--- config.mk ---
export PLATFORM = sky130hd
export DESIGN_NAME = venus_dma_csr
export DESIGN_NICKNAME = d
export VERILOG_FILES = /design/src/rtl/dma_pkg.sv /design/src/rtl/venus_dma_csr.sv
export SDC_FILE = /design/constraint.sdc
export NUM_CORES = 1
export LEC_CHECK = 0
export ABC_AREA = 1
export BUFFER_PORTS_ARGS = -buffer_cell sky130_fd_sc_hd__buf_4
export CAP_MARGIN = 0
export CORE_AREA = 3 3 277 279
export CTS_BUF_LIST = sky130_fd_sc_hd__clkbuf_16
export CTS_CLUSTER_SIZE = 24
export DETAILED_ROUTE_END_ITERATION = 16
export DIE_AREA = 0 0 280 282
export PLACE_DENSITY_LB_ADDON = 0.3
export SLEW_MARGIN = 20
export SYNTH_ARGS = -nofsm -noshare
export SYNTH_HDL_FRONTEND = slang
export SYNTH_SLANG_ARGS = --single-unit
--- constraint.sdc ---
create_clock -name clk -period 11.48 [get_ports clk]
set_input_delay 1.148 -clock clk [delete_from_list [all_inputs] [get_ports clk]]
set_output_delay 1.148 -clock clk [all_outputs]
set_load 0.005 [all_outputs]
--- src/rtl/dma_pkg.sv ---
// Shared types, register offsets and bit positions for the Venus DMA CSR block.
package dma_pkg;

  // Byte offsets inside the 64-byte CSR window
  localparam logic [5:0] VENUSDMA_CFG_OFFSET     = 6'h00;
  localparam logic [5:0] VENUSDMA_SRC_OFFSET     = 6'h08;
  localparam logic [5:0] VENUSDMA_DST_OFFSET     = 6'h10;
  localparam logic [5:0] VENUSDMA_LEN_OFFSET     = 6'h18;
  localparam logic [5:0] VENUSDMA_STAT_OFFSET    = 6'h20;
  localparam logic [5:0] VENUSDMA_ERRADDR_OFFSET = 6'h28;
  localparam logic [5:0] VENUSDMA_ERRSRC_OFFSET  = 6'h30;

  // CFG bit positions
  localparam int CFG_GO_BIT     = 0;
  localparam int CFG_IRQ_EN_BIT = 1;
  localparam int CFG_CLR_BIT    = 2;

  // STAT bit positions
  localparam int STAT_ACTIVE_BIT = 0;
  localparam int STAT_DONE_BIT   = 1;
  localparam int STAT_ERROR_BIT  = 2;

  localparam int CSR_IMG_W = 512;

  typedef enum logic [1:0] {
    DMA_AXI_RD_ERR = 2'd0,
    DMA_AXI_WR_ERR = 2'd1,
    DMA_DESC_ERR   = 2'd2,
    DMA_OTHER_ERR  = 2'd3
  } err_src_t;

  typedef enum logic [1:0] {
    DMA_ST_IDLE = 2'd0,
    DMA_ST_RUN  = 2'd1,
    DMA_ST_DONE = 2'd2
  } dma_st_t;

  typedef struct packed {
    logic [31:0] src_addr;
    logic [31:0] dst_addr;
    logic [31:0] num_bytes;
  } s_dma_desc_t;

  typedef struct packed {
    logic active;
    logic done;
    logic error;
  } s_dma_status_t;

  typedef struct packed {
    logic        valid;
    logic [31:0] addr;
    err_src_t    src;
  } s_dma_error_t;

  typedef struct packed {
    logic        csr_wr_en;
    logic [31:0] csr_waddr;
    logic [31:0] csr_wdata;
    logic        csr_rd_en;
  } csr_req_t;

  typedef struct packed {
    logic [CSR_IMG_W-1:0] csr_rdata;
  } csr_resp_t;

  // Lay out every register at bits [8k+31:8k] for byte offset k; rest reads 0.
  function automatic logic [CSR_IMG_W-1:0] pack_image(
    input logic        irq_en,
    input logic [31:0] src,
    input logic [31:0] dst,
    input logic [31:0] len,
    input logic [2:0]  stat,
    input logic [31:0] erraddr,
    input err_src_t    errsrc
  );
    logic [CSR_IMG_W-1:0] img;
    logic [31:0]          cfg;
    img = '0;
    cfg = '0;
    cfg[CFG_IRQ_EN_BIT] = irq_en;
    img[8*int'(VENUSDMA_CFG_OFFSET)     +: 32] = cfg;
    img[8*int'(VENUSDMA_SRC_OFFSET)     +: 32] = src;
    img[8*int'(VENUSDMA_DST_OFFSET)     +: 32] = dst;
    img[8*int'(VENUSDMA_LEN_OFFSET)     +: 32] = len;
    img[8*int'(VENUSDMA_STAT_OFFSET)    +: 32] = {29'b0, stat};
    img[8*int'(VENUSDMA_ERRADDR_OFFSET) +: 32] = erraddr;
    img[8*int'(VENUSDMA_ERRSRC_OFFSET)  +: 32] = {30'b0, errsrc};
    return img;
  endfunction

endpackage

--- src/rtl/venus_dma_csr.sv ---
// DMA CSR responder: descriptor/config registers, run-state FSM, start pulse,
// first-error capture, interrupt, and a registered image of the whole window.
module venus_dma_csr
  import dma_pkg::*;
#(
  parameter logic [31:0] BASE_ADDR = 32'h1ffe_0000
) (
  input  logic          clk,
  input  logic          rst,
  input  csr_req_t      csr_req_i,
  output csr_resp_t     csr_resp_o,
  output s_dma_desc_t   dma_desc_o,
  output logic          dma_go_o,
  input  s_dma_status_t dma_status_i,
  input  s_dma_error_t  dma_error_i,
  output logic          dma_irq_o
);

  dma_st_t              state_q, state_d;
  logic                 irq_en_q, irq_en_d;
  logic [31:0]          src_q, src_d;
  logic [31:0]          dst_q, dst_d;
  logic [31:0]          len_q, len_d;
  logic                 done_q, done_d;
  logic                 err_q, err_d;
  logic [31:0]          erraddr_q, erraddr_d;
  err_src_t             errsrc_q, errsrc_d;
  logic                 go_q, go_d;
  logic                 irq_q, irq_d;
  logic [CSR_IMG_W-1:0] rdata_q, rdata_d;

  logic       wr_hit;
  logic [5:0] woff;
  logic       wr_cfg, wr_src, wr_dst, wr_len, wr_errsrc;
  logic       go_req, clr_req, locked;

  // The FSM's own active flag duplicates our RUN state, so it is not consumed.
  logic status_active_unused;
  assign status_active_unused = dma_status_i.active;

  // Write decode: only the aligned 64-byte window hits.
  always_comb begin
    wr_hit    = csr_req_i.csr_wr_en && (csr_req_i.csr_waddr[31:6] == BASE_ADDR[31:6]);
    woff      = csr_req_i.csr_waddr[5:0];
    wr_cfg    = wr_hit && (woff == VENUSDMA_CFG_OFFSET);
    wr_src    = wr_hit && (woff == VENUSDMA_SRC_OFFSET);
    wr_dst    = wr_hit && (woff == VENUSDMA_DST_OFFSET);
    wr_len    = wr_hit && (woff == VENUSDMA_LEN_OFFSET);
    wr_errsrc = wr_hit && (woff == VENUSDMA_ERRSRC_OFFSET);
    go_req    = wr_cfg && csr_req_i.csr_wdata[CFG_GO_BIT];
    clr_req   = wr_cfg && csr_req_i.csr_wdata[CFG_CLR_BIT];
    locked    = (state_q == DMA_ST_RUN);
  end

  // Next-state for registers, control FSM, error capture, irq and read image.
  always_comb begin
    state_d   = state_q;
    irq_en_d  = irq_en_q;
    src_d     = src_q;
    dst_d     = dst_q;
    len_d     = len_q;
    done_d    = done_q;
    err_d     = err_q;
    erraddr_d = erraddr_q;
    errsrc_d  = errsrc_q;
    go_d      = 1'b0;

    if (wr_cfg)            irq_en_d = csr_req_i.csr_wdata[CFG_IRQ_EN_BIT];
    if (wr_src && !locked) src_d    = csr_req_i.csr_wdata;
    if (wr_dst && !locked) dst_d    = csr_req_i.csr_wdata;
    if (wr_len && !locked) len_d    = csr_req_i.csr_wdata;

    // ERRSRC write clears the error record; anything that sets error below wins.
    if (wr_errsrc) begin
      err_d     = 1'b0;
      erraddr_d = '0;
      errsrc_d  = DMA_AXI_RD_ERR;
    end

    case (state_q)
      DMA_ST_RUN: begin
        if (dma_status_i.done || dma_status_i.error) state_d = DMA_ST_DONE;
        if (dma_status_i.done)  done_d = 1'b1;
        if (dma_status_i.error) err_d  = 1'b1;
      end
      DMA_ST_DONE: begin
        if (go_req) begin
          // Zero-length transfers complete immediately without a start pulse.
          state_d = (len_q == '0) ? DMA_ST_DONE : DMA_ST_RUN;
          done_d  = (len_q == '0);
          go_d    = (len_q != '0);
        end else if (clr_req) begin
          state_d = DMA_ST_IDLE;
          done_d  = 1'b0;
        end
      end
      default: begin
        if (go_req) begin
          state_d = (len_q == '0) ? DMA_ST_DONE : DMA_ST_RUN;
          done_d  = (len_q == '0);
          go_d    = (len_q != '0);
        end
      end
    endcase

    // First error is kept; later reports are dropped until software clears it.
    if (dma_error_i.valid && !err_q) begin
      err_d     = 1'b1;
      erraddr_d = dma_error_i.addr;
      errsrc_d  = dma_error_i.src;
    end

    irq_d = irq_en_q && (done_q || err_q);

    rdata_d = rdata_q;
    if (csr_req_i.csr_rd_en)
      rdata_d = pack_image(irq_en_q, src_q, dst_q, len_q,
                           {err_q, done_q, (state_q == DMA_ST_RUN)},
                           erraddr_q, errsrc_q);
  end

  // State registers; reset also returns the FSM to IDLE mid-transfer.
  always_ff @(posedge clk or posedge rst) begin
    if (rst) begin
      state_q   <= DMA_ST_IDLE;
      irq_en_q  <= 1'b0;
      src_q     <= '0;
      dst_q     <= '0;
      len_q     <= '0;
      done_q    <= 1'b0;
      err_q     <= 1'b0;
      erraddr_q <= '0;
      errsrc_q  <= DMA_AXI_RD_ERR;
      go_q      <= 1'b0;
      irq_q     <= 1'b0;
      rdata_q   <= '0;
    end else begin
      state_q   <= state_d;
      irq_en_q  <= irq_en_d;
      src_q     <= src_d;
      dst_q     <= dst_d;
      len_q     <= len_d;
      done_q    <= done_d;
      err_q     <= err_d;
      erraddr_q <= erraddr_d;
      errsrc_q  <= errsrc_d;
      go_q      <= go_d;
      irq_q     <= irq_d;
      rdata_q   <= rdata_d;
    end
  end

  // Output drive: descriptor is a straight view of the locked registers.
  always_comb begin
    dma_desc_o.src_addr  = src_q;
    dma_desc_o.dst_addr  = dst_q;
    dma_desc_o.num_bytes = len_q;
    dma_go_o             = go_q;
    dma_irq_o            = irq_q;
    csr_resp_o.csr_rdata = rdata_q;
  end

endmodule

==> key figures, run 1 <==
Pwr
  – Leakage power: between 0.008 and 0.009 uW
  – Clock Power Share: 0.426
  – Pwr dens: between 150 and 200 nW/um^2
  – Psw: between 700 and 800 uW
  – Seq pwr share: 0.435
  – Post-layout power: approximately 2600 uW
  – Int Power: between 1500 and 2000 uW
  – Net Sw Frac: 0.275
  – Comb power frac: 0.139
  – Worst supply voltage drop on vdd: roughly 0.00010 V

Layout
  – Top library cells by usage in the layout, fill and taps aside: sky130_fd_sc_hd__conb_1, sky130_fd_sc_hd__buf_4, sky130_fd_sc_hd__dfrtp_1
  – Area grow syn2layout: 23.9%
  – Final-stage net count: between 1500 and 2000
  – Most common cell after layout, fill and taps aside: sky130_fd_sc_hd__conb_1
  – Filler instances: ~8200
  – Footprint of the flip-flops and latches: roughly 6800 sq um
  – Multi-input combinational cell area: ~4700 sq um
  – Fin cells: roughly 2700
  – Share of cells above drive strength 1: 0.310

GRT
  – Vias in the first global route: just under 9000
  – Antenna violations before repair: 1
  – GR Util All Layers: 0.0935
  – GRT overflow: 0
  – Global-route wire length before repair: ~57000 um
  – Largest net degree at the start of global routing: a little under 90

Floorplanning
  – Core area: roughly 74000 sq um
  – Die height: approximately 280 um
  – Num rows: 100
  – Die Footprint: ~79000 sq um
  – Starting utilization of the core area: 0.182
  – Number of ports placed on the die boundary: between 700 and 800
  – Floorplan die width: about 280 um

Synthesis
  – Predominant post-synthesis flop cell: sky130_fd_sc_hd__dfrtp_1
  – Mean instance size in the synthesized netlist: around 10 sq um
  – Number of synthesized flops with an enable pin: 0
  – Post-synthesis cell count: around 1300
  – Synth async-reset ratio: 1.00
  – Synth warn: 0
  – Mapped cell area: 13500 sq um
  – Post-synthesis cell type count: 31
  – Synth Register Bits: between 200 and 300
  – Most area-hungry cell type in the Yosys netlist: sky130_fd_sc_hd__dfrtp_1
  – Top cell type's share of synthesized area: 0.502
  – Post-synthesis sequential area ratio: 0.502
  – Leading post-synthesis cells by cell area: sky130_fd_sc_hd__dfrtp_1, sky130_fd_sc_hd__buf_4, sky130_fd_sc_hd__mux2_2

Timing
  – Period minus WS final: 2980 ps
  – Sum of negative setup slack: 0 ps
  – Final count of negative-setup-slack endpoints: 0
  – Share of the clock period used by the worst path: 0.260
  – Unrepaired setup endpoints after global routing: false
  – Clock skew after layout: 15.9 ps
  – Final count of hold timing violations: 0
  – Fmax: between 0.3 and 0.4 GHz
  – Slew margin rel.: 0.328
  – Transition time at the pin with the least slew margin: between 1000 and 1500 ps
  – Total count of max-transition violations in the final report: 0

Setup path
  – Critical path class: in2reg
  – Required time reported for the critical path endpoint: between 10000 and 15000 ps
  – Worst Setup Start Kind: input port
  – Endpoint type of the worst setup path: flip-flop
  – Worst Path Max Fanout: 64
  – Arrival time at the worst endpoint: 3410 ps

Routing
  – Iteration-0 DRC count of the detailed router: between 300 and 400
  – Number of nets with antenna violations after detailed routing: 0
  – Mean routed wirelength per cell: ~15 um
  – Number of search-and-repair iterations in the first detailed-routing pass: 4
  – Vias after detailed routing: approximately 9000
  – Wire length reported by the detailed router: about 39000 um
  – Ratio of routed vias to standard cells: 3.36
  – Remaining DRCs: 0

Worst hold path
  – Worst hold path type: reg2reg

CTS
  – Cells resized by post-CTS repair: 0
  – H-tree level count: 2
  – Bufs on Longest Clock Path: 3
  – Clock transition at path regs: about 60 ps
  – Master cell of the clock root buffer: sky130_fd_sc_hd__clkbuf_16
  – Number of clock sinks seen by CTS: roughly 270
  – Count of hold buffers inserted by post-cts repair: 0
  – Num CTS Buffers: 35
  – Post-CTS Setup Repair Bufs: 0
  – CTS tree: yes
  – Clock latency on the worst-skew pair: around 540 ps

Placed design
  – Number of buffers added on ports: ~340
  – Weighted congestion reported at the end of routability-driven placement: 0.769
  – Detailed Place HPWL: 29200 um
  – # placed instances: 2604

Run
  – Max-Cap Viols: 0

Status
  – Status: finished, final reports clean
==> sequential cells by signal (all words and copies together), names as in the netlist <==
register,cells
done_q,1
dma_irq_o,1
dma_go_o,1
src_q,32
irq_en_q,1
err_q,1
state_q,2
errsrc_q,2
dst_q,32
len_q,32
erraddr_q,32
csr_resp_o,134
==> routing by layer <==
layer	share of wire	track usage
met1	0.41	0.113
met2	0.49	0.159
met3	0.083	0.0320
met4	0.019	0.0251
met5	0	0
==> stage by stage <==
stage / setup WS [ps] / utilization / hold slack, ps / instance area (sq um)
global placement: 7910 / 0.210 / 490 / 15600
global route: 8250 / 0.225 / 518 / 16700
detailed placement: 7840 / 0.210 / 497 / 15600
finish: 8500 / 0.225 / 505 / 16700
floorplan: 2860 / - / 474 / 14900
CTS: 8440 / 0.225 / 510 / 16700
==> critical path, cell delays in order <==
cell and delay [ps]:
sky130_fd_sc_hd__buf_4 110, sky130_fd_sc_hd__nor2_1 110, sky130_fd_sc_hd__nand4_1 100, sky130_fd_sc_hd__nor2_1 170, sky130_fd_sc_hd__and2_1 470, sky130_fd_sc_hd__nand3b_4 770, sky130_fd_sc_hd__o21ai_1 400
==> cells in the mapped netlist, types with 5 or more instances <==
library cell and count:
sky130_fd_sc_hd__nand2_1 138, sky130_fd_sc_hd__o21ai_2 32, sky130_fd_sc_hd__o21ai_1 41, sky130_fd_sc_hd__buf_2 14
sky130_fd_sc_hd__clkbuf_1 23, sky130_fd_sc_hd__nor3_1 5, sky130_fd_sc_hd__a21oi_1 46, sky130_fd_sc_hd__nor2_1 76
sky130_fd_sc_hd__nand3_1 39, sky130_fd_sc_hd__inv_1 93, sky130_fd_sc_hd__nand4_1 6, sky130_fd_sc_hd__o21ai_0 58
sky130_fd_sc_hd__dfrtp_1 271, sky130_fd_sc_hd__buf_6 11, sky130_fd_sc_hd__mux2_2 90, sky130_fd_sc_hd__buf_4 378
==> power by group through the flow <==
stage | clock (uW) | sequential (uW) | combinational (uW)
3_5_place_dp | 0 | 1130 | 358
5_1_grt | 1180 | 1120 | 409
4_1_cts | 1140 | 1110 | 359
2_1_floorplan | 0 | 1120 | 282
6_report | 1090 | 1110 | 355
3_3_place_gp | 0 | 1130 | 348
==> final cells by class <==
| class | instances | area share |
|---|---|---|
| diodes | 3 | 0.000448 |
| multi-input cells | 927 | 0.279 |
| clock buffers | 36 | 0.0538 |
| flip-flops and latches | 271 | 0.405 |
| repair buffers | 343 | 0.154 |
| well taps | 969 | 0.0724 |
| clock inverters | 27 | 0.0139 |
| inverters | 94 | 0.0215 |
==> cells by family after synthesis <==
logic type / Yosys count / share of synthesized area
AO/OA/AOI/OAI: 180 / 0.0760
adder cells (fa/ha/maj): 2 / 0.00185
buffers and inverters: 521 / 0.257
flip-flops: 271 / 0.502
multiplexers: 90 / 0.0750
other: 1 / 0.000277
AND/OR/NAND/NOR: 277 / 0.0880
==> final timing paths <==
path	cells after the start	slack, ps	endpoint	from
setup / recovery	7	8500	dst_q[26]	csr_req_i[46]
hold / removal	1	510	csr_resp_o[138]	csr_resp_o[138]
setup reg to reg	9	8920	done_q	len_q[26]
hold reg to reg	1	510	csr_resp_o[138]	csr_resp_o[138]
max in group asynchronous	4	8620	csr_resp_o[80]	rst
min in group asynchronous	2	730	erraddr_q[5]	rst
Note: power is estimated with default switching activity, not from simulation.
==> inputs of run 2 (changes only) <==
==> constraint.sdc (replaced) <==
create_clock -name clk -period 3.1 [get_ports clk]
set_input_delay 0.31 -clock clk [delete_from_list [all_inputs] [get_ports clk]]
set_output_delay 0.31 -clock clk [all_outputs]
set_load 0.005 [all_outputs]
==> run 2 against run 1 <==
Routed wire length is 0.65% higher. Register-to-register slack got worse by 8000 ps. Hold slack got worse by 450 ps. Core utilization rose by 0.45 points. Combinational power rose to 3.9 times the previous value. Non-clock buffer count is 40 higher. Largest cell class unchanged. Clock skew down 1.7 ps. Global-route usage about the same. Setup slack lost 7600 ps. Final cell count increased by 1.3%. Sequential share of layout area fell by 0.79 points.
==> key figures, run 2 (synthesized netlist as in run 1, its figures left out) <==
CTS
  – Number of clock sinks seen by CTS: 271 (unchanged)
  – Master cell of the clock root buffer: sky130_fd_sc_hd__clkbuf_16
  – H-tree level count: 2 (unchanged)
  – Cells resized by post-CTS repair: 0 (unchanged)
  – Clock transition at path regs: 60 ps (about the same)
  – Clock latency on the worst-skew pair: 530 ps (about the same)
  – Bufs on Longest Clock Path: 3 (unchanged)
  – Num CTS Buffers: 34 (-2.9%)
  – Count of hold buffers inserted by post-cts repair: 30 (+30)
  – CTS tree: yes
  – Post-CTS Setup Repair Bufs: 0 (unchanged)

Timing
  – Transition time at the pin with the least slew margin: 782 ps (-226 ps)
  – Fmax: 0.454 GHz
  – Share of the clock period used by the worst path: 0.710
  – Total count of max-transition violations in the final report: 0 (unchanged)
  – Hold Slack: 53.3 ps (-452 ps)
  – Sum of negative setup slack: 0 ps (unchanged)
  – Unrepaired setup endpoints after global routing: false
  – Slew margin rel.: 0.479 (+0.151)
  – Final count of negative-setup-slack endpoints: 0 (unchanged)
  – Clock skew after layout: 14.2 ps (-1.67 ps)
  – Final count of hold timing violations: 0 (unchanged)
  – Period minus WS final: roughly 2200 ps

Placed design
  – Number of buffers added on ports: 336 (unchanged)
  – Weighted congestion reported at the end of routability-driven placement: 0.774 (+0.60%)
  – Detailed Place HPWL: 29800 um (+2.0%)
  – DP Area: 15700 sq um (+0.86%)

Routing
  – Number of nets with antenna violations after detailed routing: 0 (unchanged)
  – Mean routed wirelength per cell: 14.6 um (-0.62%)
  – Met3 wire length: 3370 um (+3.4%)
  – Iteration-0 DRC count of the detailed router: 322 (+6.3%)
  – Wire length reported by the detailed router: 39400 um (+0.65%)
  – Total length of routed met2 wires: 19100 um (about the same)
  – Topmost layer with routed signal wires: met5
  – Metal-1 WL: 15900 um (-0.72%)
  – Ratio of routed vias to standard cells: 3.36 (about the same)
  – Remaining DRCs: 0 (unchanged)
  – Vias after detailed routing: 9088 (+1.3%)
  – Number of search-and-repair iterations in the first detailed-routing pass: 4 (unchanged)

Layout
  – Final core utilization: 0.229 (+0.00445)
  – Final-stage net count: 1819 (+2.2%)
  – Largest register FFs: 134 (unchanged)
  – Top library cells by usage in the layout, fill and taps aside: sky130_fd_sc_hd__conb_1, sky130_fd_sc_hd__buf_4, sky130_fd_sc_hd__dfrtp_1
  – Area grow syn2layout: 26.4%
  – Most common cell after layout, fill and taps aside: sky130_fd_sc_hd__conb_1
  – Filler instances: 8119 (-1.1%)
  – Finished Cell Area: 17100 sq um (+2.0%)
  – Share of cells above drive strength 1: 0.306 (-0.00355)

Floorplanning
  – Number of ports placed on the die boundary: 716 (unchanged)
  – Starting utilization of the core area: 0.182 (unchanged)
  – Floorplan die width: 280 um (unchanged)
  – Die height: 282 um (unchanged)
  – Core area: 74400 sq um (unchanged)
  – Num rows: 100 (unchanged)
  – Die Footprint: 79000 sq um (unchanged)

Status
  – Status: finished, final reports clean

Pwr
  – Worst supply voltage drop on vdd: 0.000361 V (+260%)
  – Pwr dens: 540 nW/um^2 (+250%)
  – Leakage power: 0.00903 uW (+2.0%)

GRT
  – GR Util All Layers: 0.0936 (about the same)
  – Largest net degree at the start of global routing: 88 (+1.1%)
  – Vias in the first global route: 9076 (+1.9%)
  – Global-route wire length before repair: 56800 um (about the same)
  – GRT overflow: 0 (unchanged)
  – Antenna violations before repair: 2 (+1)

Setup path
  – Worst Setup Start Kind: flip-flop
  – Cell with the most instances on the worst path: sky130_fd_sc_hd__nand2_1
  – Sum of buffers and inverters on the critical path: 1 (unchanged)
  – Critical path class: reg2reg
  – Arrival time at the worst endpoint: 2670 ps (-740 ps)
  – Category of cells accounting for the largest share of critical-path delay: simple AND/OR/NAND/NOR gates
  – Register-to-Register Path Depth: 9 (unchanged)
  – Endpoint type of the worst setup path: flip-flop
  – Worst Path Max Fanout: 3 (-95%)
  – CP max stage delay: 470 ps (-300 ps)
  – Required time reported for the critical path endpoint: 3570 ps (-8340 ps)
  – CP cell instances: inv_1, nand4_1, nor3_1, nand3_1, nor2_1, nand2_1, nand2_1, nand2_1, nand2_1
  – Critical Path Stages: 9 (+2)
  – Slowest stage cell, crit path: sky130_fd_sc_hd__nor2_1

Worst hold path
  – Worst Hold Depth: 3 (+2)
  – Worst hold path type: in2reg

Run
  – Max-Cap Viols: 0 (unchanged)
==> run 2: cell count changes in the layout (fill, tap and decap cells not counted), sizes merged, moves of 2 or more <==
| cell | before | now |
|---|---|---|
| dlygate4sd3 | 0 | 30 |
| buf | 343 | 353 |
| clkinvlp | 5 | 2 |
| bufinv | 3 | 1 |
| diode | 3 | 1 |
==> run 2: path summary, 6_finish.rpt <==
check | startpoint | to | slack (ps)
min in group asynchronous | rst | csr_resp_o[256] | 320
max in group asynchronous | rst | len_q[18] | 1800
worst min register to register | erraddr_q[19] | csr_resp_o[339] | 500
worst max register to register | len_q[27] | state_q[1] | 900
worst min-delay path | dma_error_i[26] | erraddr_q[24] | 50
worst max-delay path | len_q[27] | state_q[1] | 900
==> run 2: report_power, final <==
part | total [uW] | leakage (uW) | internal [uW] | switching [uW]
clock | 3730 | 0.000543 | 2140 | 1590
sequential | 4120 | 0.00361 | 3950 | 173
combinational | 1370 | 0.00487 | 569 | 801
total | 9210 | 0.00903 | 6650 | 2560
==> run 2: area by class of cell <==
cell class / instances / area (sq um) / area share
flip-flops and latches: 271 / 6780 / 0.397
inverters: 94 / 357 / 0.0209
diodes: 1 / 2.50 / 0.000147
clock inverters: 24 / 160 / 0.00938
repair buffers: 383 / 3020 / 0.177
well taps: 969 / 1210 / 0.0710
multi-input cells: 927 / 4670 / 0.274
clock buffers: 35 / 876 / 0.0513
==> run 2: per-layer routing <==
layer  vias to the layer above  GRT usage
li1                       4276          -
met1                      4366      0.111
met2                       383      0.159
met3                        59     0.0328
met4                         4     0.0305
met5                         -          0
==> run 2: worst reg2reg max path, stage by stage, from the launching register on <==
cell                      delay [ps]
sky130_fd_sc_hd__dfrtp_1         390
sky130_fd_sc_hd__inv_1            90
sky130_fd_sc_hd__nand4_1         230
sky130_fd_sc_hd__nor3_1          400
sky130_fd_sc_hd__nand3_1         230
sky130_fd_sc_hd__nor2_1          470
sky130_fd_sc_hd__nand2_1         110
sky130_fd_sc_hd__nand2_1         100
sky130_fd_sc_hd__nand2_1          60
sky130_fd_sc_hd__nand2_1          60
==> run 2: stage by stage <==
stage | instances | power, uW | setup WS, ps
floorplan | 1719 | 5210 | -791
global placement | 2614 | 5500 | 646
detailed placement | 2614 | 5540 | 646
CTS | 2703 | 9440 | 633
global route | 2703 | 9790 | 586
finish | 2704 | 9210 | 898
==> inputs of run 3 (changes only) <==
==> constraint.sdc (replaced) <==
create_clock -name clk -period 2 [get_ports clk]
set_input_delay 0.2 -clock clk [delete_from_list [all_inputs] [get_ports clk]]
set_output_delay 0.2 -clock clk [all_outputs]
set_load 0.005 [all_outputs]
==> run 3 against run 2 <==
Design area up 4.4%. Clock power increased by 70%. Routed wire length increased by 1.2%. Via count grew 2.6%. Flip-flop and latch count did not move. Sequential power up 55%. Sequential share of layout area shrank 1.7 points.
==> key figures, run 3 (synthesized netlist as in run 1, its figures left out) <==
Status
  – Status: finished, final reports clean

Setup path
  – Worst Setup Start Kind: flip-flop
  – Endpoint type of the worst setup path: flip-flop
  – Timing startpoint of the critical path: len_q[24]
  – Critical path class: reg2reg
  – Critical register-to-register path endpoint: state_q[1]
  – Required time reported for the critical path endpoint: 2460 ps (-1110 ps)
  – Worst Path Max Fanout: 3 (unchanged)
  – CP max stage delay: 400 ps (-70 ps)
  – Cell with the most instances on the worst path: sky130_fd_sc_hd__nand2_1
  – R2R Path Start: len_q[24]
  – Flop2flop setup slack: 200 ps (-700 ps)
  – Register-to-Register Path Depth: 9 (unchanged)
  – CP cell instances: inv_1, nand4_1, nor3_4, nand3_4, nor2_4, nand2_1, nand2_1, nand2_1, nand2_1
  – Arrival time at the worst endpoint: 2270 ps (-400 ps)
  – End of the critical path: state_q[1]
  – Slowest stage cell, crit path: sky130_fd_sc_hd__dfrtp_1

Placed design
  – Number of buffers added on ports: 336 (unchanged)
  – Detailed Place HPWL: 30800 um (+3.3%)
  – Weighted congestion reported at the end of routability-driven placement: 0.757 (-2.1%)

Pwr
  – Clock Power Share: 0.424 (+0.020)
  – Comb power frac: 0.148 (about the same)
  – Seq pwr share: 0.428 (-0.019)
  – Worst supply voltage drop on vdd: 0.000525 V (+46%)
  – Net Sw Frac: 0.269 (-0.00954)
  – Int Power: 10900 uW (+64%)
  – Leakage power: 0.00936 uW (+3.6%)
  – Pwr dens: 838 nW/um^2 (+55%)
  – Psw: 4020 uW (+57%)

Routing
  – Ratio of routed vias to standard cells: 3.38 (+0.54%)
  – Iteration-0 DRC count of the detailed router: 286 (-11%)
  – Remaining DRCs: 0 (unchanged)
  – Wire length reported by the detailed router: 39900 um (+1.2%)
  – Vias after detailed routing: 9326 (+2.6%)
  – Number of nets with antenna violations after detailed routing: 0 (unchanged)
  – Mean routed wirelength per cell: 14.5 um (-0.85%)
  – Number of search-and-repair iterations in the first detailed-routing pass: 4 (unchanged)

GRT
  – GR Util All Layers: 0.0951 (+0.00148)
  – Vias in the first global route: 9470 (+4.3%)
  – Global-route wire length before repair: 58100 um (+2.3%)
  – Largest net degree at the start of global routing: 63 (-28%)
  – Antenna violations before repair: 2 (unchanged)
  – GRT overflow: 0 (unchanged)

Layout
  – Diodes inserted: 0 (-1)
  – Area grow syn2layout: 32.0%
  – Largest register FFs: 134 (unchanged)
  – Most common cell after layout, fill and taps aside: sky130_fd_sc_hd__conb_1
  – Multi-input combinational cell area: 4710 sq um (+0.80%)
  – Final-stage net count: 1873 (+3.0%)
  – Filler instances: 8067 (-0.64%)
  – Share of cells above drive strength 1: 0.313 (+0.00645)
  – Footprint of the flip-flops and latches: 6780 sq um (unchanged)
  – Top library cells by usage in the layout, fill and taps aside: sky130_fd_sc_hd__conb_1, sky130_fd_sc_hd__buf_4, sky130_fd_sc_hd__dfrtp_1

Timing
  – Hold Slack: 55.7 ps (+2.46 ps)
  – Final count of negative-setup-slack endpoints: 0 (unchanged)
  – Share of the clock period used by the worst path: 0.902 (+0.192)
  – Unrepaired setup endpoints after global routing: false
  – Total count of max-transition violations in the final report: 0 (unchanged)
  – Period minus WS final: 1800 ps (-398 ps)
  – Clock skew after layout: 8.43 ps (-5.79 ps)
  – Sum of negative setup slack: 0 ps (unchanged)
  – Fmax: 0.554 GHz (+22%)
  – Final count of hold timing violations: 0 (unchanged)

CTS
  – H-tree level count: 2 (unchanged)
  – CTS tree: yes
  – Master cell of the clock root buffer: sky130_fd_sc_hd__clkbuf_16
  – Number of clock sinks seen by CTS: 271 (unchanged)
  – Clock latency on the worst-skew pair: 530 ps (about the same)
  – Clock transition at path regs: 60 ps (about the same)
  – Bufs on Longest Clock Path: 3 (unchanged)
  – Num CTS Buffers: 34 (unchanged)

Floorplanning
  – Die height: 282 um (unchanged)
  – Die Footprint: 79000 sq um (unchanged)
  – Num rows: 100 (unchanged)
  – Core area: 74400 sq um (unchanged)
  – Floorplan die width: 280 um (unchanged)
  – Number of ports placed on the die boundary: 716 (unchanged)
  – Starting utilization of the core area: 0.182 (unchanged)

Run
  – Max-Cap Viols: 0 (unchanged)

Worst hold path
  – Worst hold path type: in2reg
==> run 3: cell count changes in the layout (fill, tap and decap cells not counted), moves of 2 or more <==
| cell | change |
|---|---|
| sky130_fd_sc_hd__inv_2 | +3 |
| sky130_fd_sc_hd__bufinv_16 | +4 |
| sky130_fd_sc_hd__buf_4 | +11 |
| sky130_fd_sc_hd__clkinv_1 | +2 |
| sky130_fd_sc_hd__buf_12 | +8 |
| sky130_fd_sc_hd__clkinvlp_4 | +4 |
| sky130_fd_sc_hd__clkinv_2 | -6 |
| sky130_fd_sc_hd__dlygate4sd3_1 | +35 |
| sky130_fd_sc_hd__inv_1 | -5 |
==> run 3: area by class of cell <==
class | instances | area share
multi-input cells | 927 | 0.264
flip-flops and latches | 271 | 0.380
repair buffers | 437 | 0.202
clock inverters | 27 | 0.0162
inverters | 94 | 0.0200
well taps | 969 | 0.0680
clock buffers | 35 | 0.0491
==> run 3: power by group through the flow <==
stage | combinational, uW | sequential [uW] | clock (uW)
6_report | 2220 | 6400 | 6340
5_1_grt | 2530 | 6460 | 6840
3_5_place_dp | 2130 | 6500 | 0
4_1_cts | 2250 | 6410 | 6660
3_3_place_gp | 2080 | 6490 | 0
2_1_floorplan | 1620 | 6450 | 0
==> run 3: timing repair <==
action / in CTS / in global routing
cloned: 0 / 0
hold buffers: 65 / 0
pin swaps: 2 / 4
setup endpoints to repair: 4 / 4
buffers inserted: 0 / 4
hold endpoints to repair: 186 / 0
gates resized for setup: 5 / 5
==> run 3: critical path: cells and delay by family, from the launching register on <==
family / cells / cell delay [ps]
buffers and inverters: 1 / 80
AND/OR/NAND/NOR: 8 / 1250
flip-flops: 1 / 400
==> run 3: through the flow <==
stage	instances	total power (uW)	area, sq um	utilization	setup WS, ps
2_1_floorplan	1719	8070	14900	-	-1780
3_5_place_dp	2630	8640	16000	0.214	-546
4_1_cts	2757	15300	17800	0.239	41.4
3_3_place_gp	2630	8570	16000	0.214	-537
6_report	2760	15000	17800	0.240	196
5_1_grt	2760	15800	17800	0.240	9.85
==> run 3: how the worst min path moves through the flow <==
| stage | start | to | slack [ps] | depth (start not counted) |
|---|---|---|---|---|
| after floorplan | dma_status_i[0] | err_q | 350 | 2 |
| after global placement | rst | csr_resp_o[329] | 150 | 2 |
| after detailed placement | rst | csr_resp_o[348] | 150 | 2 |
| after CTS | csr_req_i[0] | csr_resp_o[154] | 10 | 2 |
| after global routing | dma_error_i[33] | erraddr_q[31] | 20 | 3 |
| final | csr_req_i[0] | csr_resp_o[154] | 60 | 2 |
==> run 3: routing by layer <==
metal  up-vias  routed length [um]  track usage
met5         -                  13            0
met4         2                 729       0.0247
met3        47                3160       0.0311
met2       376               20100        0.167
met1      4502               15900        0.112
li1       4399                   -            -
